===== src/rtl/crc_pkg.sv =====
// crc_pkg: shared FSM encoding and default parameters for the serial CRC frame sequencer.
package crc_pkg;

    typedef enum logic [1:0] {
        IDLE  = 2'd0,
        SHIFT = 2'd1,
        EMIT  = 2'd2,
        DONE  = 2'd3
    } state_t;

    localparam int         DEF_MSG_W = 6;
    localparam int         DEF_CRC_W = 5;
    localparam logic [4:0] DEF_POLY  = 5'h05;
    localparam logic [4:0] DEF_INIT  = 5'h00;

endpackage


===== src/rtl/crc_serial_lfsr.sv =====
// crc_serial_lfsr: bit-serial CRC LFSR, MSB-out feedback; clr loads init, en advances one bit.
module crc_serial_lfsr
    import crc_pkg::*;
#(
    parameter int               CRC_W = DEF_CRC_W,
    parameter logic [CRC_W-1:0] POLY  = DEF_POLY
) (
    input  logic             clk,
    input  logic             reset,
    input  logic             clr,
    input  logic [CRC_W-1:0] init,
    input  logic             en,
    input  logic             bit_in,
    output logic [CRC_W-1:0] crc
);

    logic fb;

    assign fb = crc[CRC_W-1] ^ bit_in;

    always_ff @(posedge clk) begin
        if (reset)
            crc <= '0;
        else if (clr)
            crc <= init;
        else if (en)
            crc <= {crc[CRC_W-2:0], 1'b0} ^ (fb ? POLY : '0);
    end

endmodule


===== src/rtl/crc_frame_sequencer.sv =====
// crc_frame_sequencer: streams a parallel word MSB-first through a serial CRC LFSR.
// Define CRC_SERIAL_APPEND_EN to append the CRC remainder as a serial trailer.
module crc_frame_sequencer
    import crc_pkg::*;
#(
    parameter int               MSG_W = DEF_MSG_W,
    parameter int               CRC_W = DEF_CRC_W,
    parameter logic [CRC_W-1:0] POLY  = DEF_POLY,
    parameter logic [CRC_W-1:0] INIT  = DEF_INIT
) (
    input  logic             clk,
    input  logic             reset,
    input  logic             in_valid,
    output logic             in_ready,
    input  logic [MSG_W-1:0] in_data,
    output logic             ser_valid,
    input  logic             ser_ready,
    output logic             ser_out,
    output logic             ser_last,
    output logic [CRC_W-1:0] crc_out,
    output logic             done
);

    localparam int CNT_W = $clog2(MSG_W > CRC_W ? MSG_W : CRC_W);

    state_t             state, state_nx;
    logic [MSG_W-1:0]   msg;
    logic [CNT_W-1:0]   bit_cnt;
    logic [CRC_W-1:0]   lfsr;
    logic               accept, beat, last_bit;

    assign accept   = in_valid & in_ready;
    assign beat     = ser_valid & ser_ready;
    assign last_bit = bit_cnt == '0;

    crc_serial_lfsr #(.CRC_W(CRC_W), .POLY(POLY)) u_lfsr (
        .clk    (clk),
        .reset  (reset),
        .clr    (accept),
        .init   (INIT),
        .en     (beat && state == SHIFT),
        .bit_in (ser_out),
        .crc    (lfsr)
    );

`ifdef CRC_SERIAL_APPEND_EN
    logic [CRC_W-1:0] trailer, cur;

    // The frozen LFSR seeds the first trailer bit; later bits come from the shifted copy.
    assign cur = (bit_cnt == CNT_W'(CRC_W-1)) ? lfsr : trailer;

    always_ff @(posedge clk) begin
        if (reset)
            trailer <= '0;
        else if (beat && state == EMIT)
            trailer <= {cur[CRC_W-2:0], 1'b0};
    end
`endif

    always_comb begin
        state_nx  = state;
        in_ready  = 1'b0;
        ser_valid = 1'b0;
        ser_out   = 1'b0;
        ser_last  = 1'b0;
        done      = 1'b0;
        case (state)
            IDLE: begin
                in_ready = 1'b1;
                if (in_valid) state_nx = SHIFT;
            end
            SHIFT: begin
                ser_valid = 1'b1;
                ser_out   = msg[bit_cnt];
`ifdef CRC_SERIAL_APPEND_EN
                if (beat && last_bit) state_nx = EMIT;
`else
                ser_last  = last_bit;
                if (beat && last_bit) state_nx = DONE;
`endif
            end
`ifdef CRC_SERIAL_APPEND_EN
            EMIT: begin
                ser_valid = 1'b1;
                ser_out   = cur[CRC_W-1];
                ser_last  = last_bit;
                if (beat && last_bit) state_nx = DONE;
            end
`endif
            DONE: begin
                done     = 1'b1;
                state_nx = IDLE;
            end
            default: state_nx = IDLE;
        endcase
    end

    always_ff @(posedge clk) begin
        if (reset) begin
            state   <= IDLE;
            msg     <= '0;
            bit_cnt <= '0;
            crc_out <= '0;
        end else begin
            state <= state_nx;
            if (accept) begin
                msg     <= in_data;
                bit_cnt <= CNT_W'(MSG_W-1);
            end else if (beat) begin
                bit_cnt <= last_bit ? CNT_W'(CRC_W-1) : bit_cnt - 1'b1;
            end
            if (done) crc_out <= lfsr;
        end
    end

endmodule

===== config.mk =====
export PLATFORM = sky130hd
export DESIGN_NAME = crc_frame_sequencer
export DESIGN_NICKNAME = d
export VERILOG_FILES = /design/src/rtl/crc_pkg.sv /design/src/rtl/crc_serial_lfsr.sv /design/src/rtl/crc_frame_sequencer.sv
export SDC_FILE = /design/constraint.sdc
export NUM_CORES = 1
export LEC_CHECK = 0
export CELL_PAD_IN_SITES_DETAIL_PLACEMENT = 2
export CELL_PAD_IN_SITES_GLOBAL_PLACEMENT = 2
export CORE_ASPECT_RATIO = 1.5
export CORE_MARGIN = 5
export CORE_UTILIZATION = 29
export DETAILED_ROUTE_END_ITERATION = 8
export GPL_ROUTABILITY_DRIVEN = 0
export GPL_TIMING_DRIVEN = 0
export PLACE_DENSITY = 0.81
export SYNTH_ARGS = -nofsm -noshare
export SYNTH_HDL_FRONTEND = slang
export SYNTH_SLANG_ARGS = --single-unit

===== constraint.sdc =====
create_clock -name clk -period 4.07 [get_ports clk]
set_input_delay 0.407 -clock clk [delete_from_list [all_inputs] [get_ports clk]]
set_output_delay 0.407 -clock clk [all_outputs]
set_load 0.005 [all_outputs]

==> flow_summary.rst <==
.. list-table::
   :header-rows: 1

   * - Metric
     - Value
   * - Std cell rows
     - 24
   * - Worst Path Arrival
     - 1.99 ns
   * - Post-synth net total
     - ~110
   * - Area overhead of the layout relative to synthesis
     - 32.8%
   * - Synthesis-stage register bit count
     - 21
   * - WHS
     - between 0.4 and 0.5 ns
   * - Maximum number of pins on one net before global-route repair
     - 12
   * - Reg2reg setup slack
     - 2.34 ns
   * - Register Area
     - ~420 sq um
   * - Worst setup skew after layout
     - 0.00275 ns
   * - Via count of the first global-routing pass
     - 871
   * - Peak Freq
     - 418 MHz
   * - Largest cells by area after synthesis
     - sky130_fd_sc_hd__dfxtp_1, sky130_fd_sc_hd__nand2_1, sky130_fd_sc_hd__a21oi_1
   * - Run status
     - finished, final reports clean
   * - WP data required
     - around 3.7 ns
   * - Placed Cells
     - around 160
   * - Routed via count
     - 799
   * - Most frequent cells in the layout
     - sky130_fd_sc_hd__nand2_1, sky130_fd_sc_hd__dfxtp_1, sky130_fd_sc_hd__a21oi_1, sky130_fd_sc_hd__clkdlybuf4s50_1, sky130_fd_sc_hd__nor2_1
   * - H-Tree Depth
     - 1
   * - First-pass detailed-route iteration total
     - 4
   * - Net count of the finished layout
     - 137
   * - Total DRC errors in the routed layout
     - 0
   * - Maximum fanout encountered on the critical timing path
     - 8
   * - Hold crit path type
     - reg -> reg
   * - N_diodes
     - 0
   * - Std-Cell Core Area
     - a little under 3000 sq um
   * - Routed wire length
     - 2.45 mm
   * - Maximum vdd ir drop
     - approximately 0.0002 V
   * - Number of antenna violations at the first check in global routing
     - 0
   * - Hpwl dp
     - 1.92 mm
   * - Syn avg cell area
     - around 8.4 sq um
   * - Library cell occupying the most area in the post-synthesis netlist
     - sky130_fd_sc_hd__dfxtp_1
   * - Number of vias per cell after detailed routing
     - roughly 4.8
   * - # Post-CTS Setup Buffers
     - 0
   * - Cell Area, Placed
     - between 1000 and 1500 sq um
   * - Post-synthesis instance total
     - slightly above 100
   * - Category of the critical setup timing path
     - reg -> out
   * - Most common library cell in the layout ignoring fill and taps
     - sky130_fd_sc_hd__nand2_1
   * - Die Y
     - around 77 microns
   * - Hold violation total from the final report
     - 0
   * - Final TNS setup
     - 0 ns
   * - Number of gates given a new drive strength after cts
     - 0
   * - Area of the die
     - ~4200 sq um
   * - Setup Viol. Count Final
     - 0
   * - Antenna viol nets, final
     - 0
   * - Slew HR
     - 67.2%
   * - Die X-Extent
     - 54.6 microns
   * - Actual transition at the worst max-transition pin
     - between 0.4 and 0.5 ns
   * - Overall fraction of global-route tracks in use
     - between 10 and 15%
   * - Final cycle utilization of the critical path
     - between 50 and 60%
   * - Post-synthesis instance area
     - ~870 sq um
   * - Clock net sink count
     - 21
   * - Ratio of cells with drive above 1 in the final layout
     - between 7 and 8%
   * - Dpl ws
     - ~2 ns
   * - Clock-pin slew on the worst setup and hold paths
     - about 0.08 ns
   * - Setup repair after global routing missed its margin
     - no
   * - Cell chosen for the clock root
     - sky130_fd_sc_hd__clkbuf_8
   * - Design area
     - 1150 sq um
   * - Least setup slack across all paths after layout
     - 1.68 ns
   * - Number of top-level design ports
     - 20
   * - Starting utilization of the core area
     - roughly 30%
   * - Clock buffers created by TritonCTS
     - 3
   * - Count of different cell masters after synthesis
     - 25
   * - Clock Path Buffers
     - 2
   * - Final Non-Filler Cells
     - approximately 170
   * - Area share of the largest cell type after synthesis
     - between 40% and 50%
   * - Initial drt markers
     - 6
   * - Combined area of the multi-input logic cells
     - 414 sq um
   * - Final number of max-transition violations
     - 0
   * - First-pass GRT wire length
     - roughly 4.2 mm
   * - Number of violations of the max-capacitance limit
     - 0
   * - CTS hold repair buffers
     - 0
   * - Post-synthesis sequential area ratio
     - between 40% and 50%
   * - Quantity of I/O buffers inserted on ports
     - 19
   * - Later-pin clock latency in the skew report
     - about 0.26 ns
   * - Warnings, synthesis
     - 0
   * - Final global-route overflow total
     - 0
   * - Total leakage power
     - about 0.4 nW
   * - Final period demand of the worst path
     - 2.39 ns
   * - Clock tree from TritonCTS
     - yes
   * - Critical Path Start Type
     - register
   * - Wire length per cell after detailed routing
     - 14.8 microns
   * - Crit. End Element
     - output port
   * - Fillers
     - around 370
   * - Total power divided by cell area
     - about 360 nW/um^2
path summary, 6_finish.rpt:
path	startpoint	endpoint	cells after the start
setup / recovery	bit_cnt[0]	ser_out	5
hold / removal	msg[3]	msg[3]	2
setup reg to reg	bit_cnt[0]	u_lfsr.crc[2]	5
hold reg to reg	msg[3]	msg[3]	2
Yosys cell counts:
library cell,count
sky130_fd_sc_hd__nand2_1,30
sky130_fd_sc_hd__dfxtp_1,21
sky130_fd_sc_hd__a21oi_1,19
sky130_fd_sc_hd__nor2_1,5
sky130_fd_sc_hd__nand3_1,3
sky130_fd_sc_hd__nor3_1,3
sky130_fd_sc_hd__clkbuf_1,2
sky130_fd_sc_hd__inv_1,2
sky130_fd_sc_hd__nand2b_1,2
sky130_fd_sc_hd__a31oi_1,1
sky130_fd_sc_hd__and2_0,1
sky130_fd_sc_hd__buf_2,1
sky130_fd_sc_hd__buf_6,1
sky130_fd_sc_hd__mux2i_1,1
sky130_fd_sc_hd__mux2i_4,1
sky130_fd_sc_hd__mux4_2,1
sky130_fd_sc_hd__nand4_1,1
sky130_fd_sc_hd__nor3b_1,1
sky130_fd_sc_hd__nor4_1,1
sky130_fd_sc_hd__o21a_1,1
sky130_fd_sc_hd__o21ai_0,1
sky130_fd_sc_hd__or2_2,1
sky130_fd_sc_hd__or3_2,1
sky130_fd_sc_hd__xnor2_1,1
sky130_fd_sc_hd__xnor3_1,1
layer usage:
metal,part of all wire [%],vias up,global-route usage [%]
met5,0,-,0
met4,2.2,0,6.73
met3,2.5,5,2.13
met2,56,17,23.3
met1,39,385,15.3
li1,-,392,-
power breakdown:
part           leakage (nW)  switching (mW)  internal [mW]
Clock                0.0228          0.0686         0.0698
Sequential            0.171         0.00636          0.213
Combinational         0.207          0.0296         0.0300
per-stage QoR:
stage / total power, mW / util (%)
final: 0.417 / 39.9
after global routing: 0.438 / 39.9
after CTS: 0.424 / 39.9
after detailed placement: 0.285 / 38.3
after global placement: 0.282 / 38.3
after floorplan: 0.257 / -
registers in the layout, indices dropped and copies added, names as in the netlist:
signal,cells
bit_cnt,3
u_lfsr.crc,5
msg,6
crc_out,5
state,2
logic make-up after synthesis:
family,share of synthesized area (%)
muxes,6.36
DFF,48.6
and+or+nand+nor,24.7
xor gates and xnor gates,3.61
buffers and inverters,3.61
AOI/OAI and AO/OA,13.2
layout make-up:
class                   count  area share (%)
multi-input cells          76            36.0
inverters                   2           0.653
well taps                  39            4.24
clock buffers               4            3.92
flip-flops and latches     21            36.6
repair buffers             19            16.5
plain buffers               4            2.07
critical path, cell delays in order (launching register included):
cell and delay (ns):
sky130_fd_sc_hd__dfxtp_1 0.34, sky130_fd_sc_hd__buf_6 0.14, sky130_fd_sc_hd__mux4_2 0.53, sky130_fd_sc_hd__mux2i_4 0.21, sky130_fd_sc_hd__nor2_1 0.07, sky130_fd_sc_hd__clkdlybuf4s50_1 0.45
Note: power is estimated with default switching activity, not from simulation.
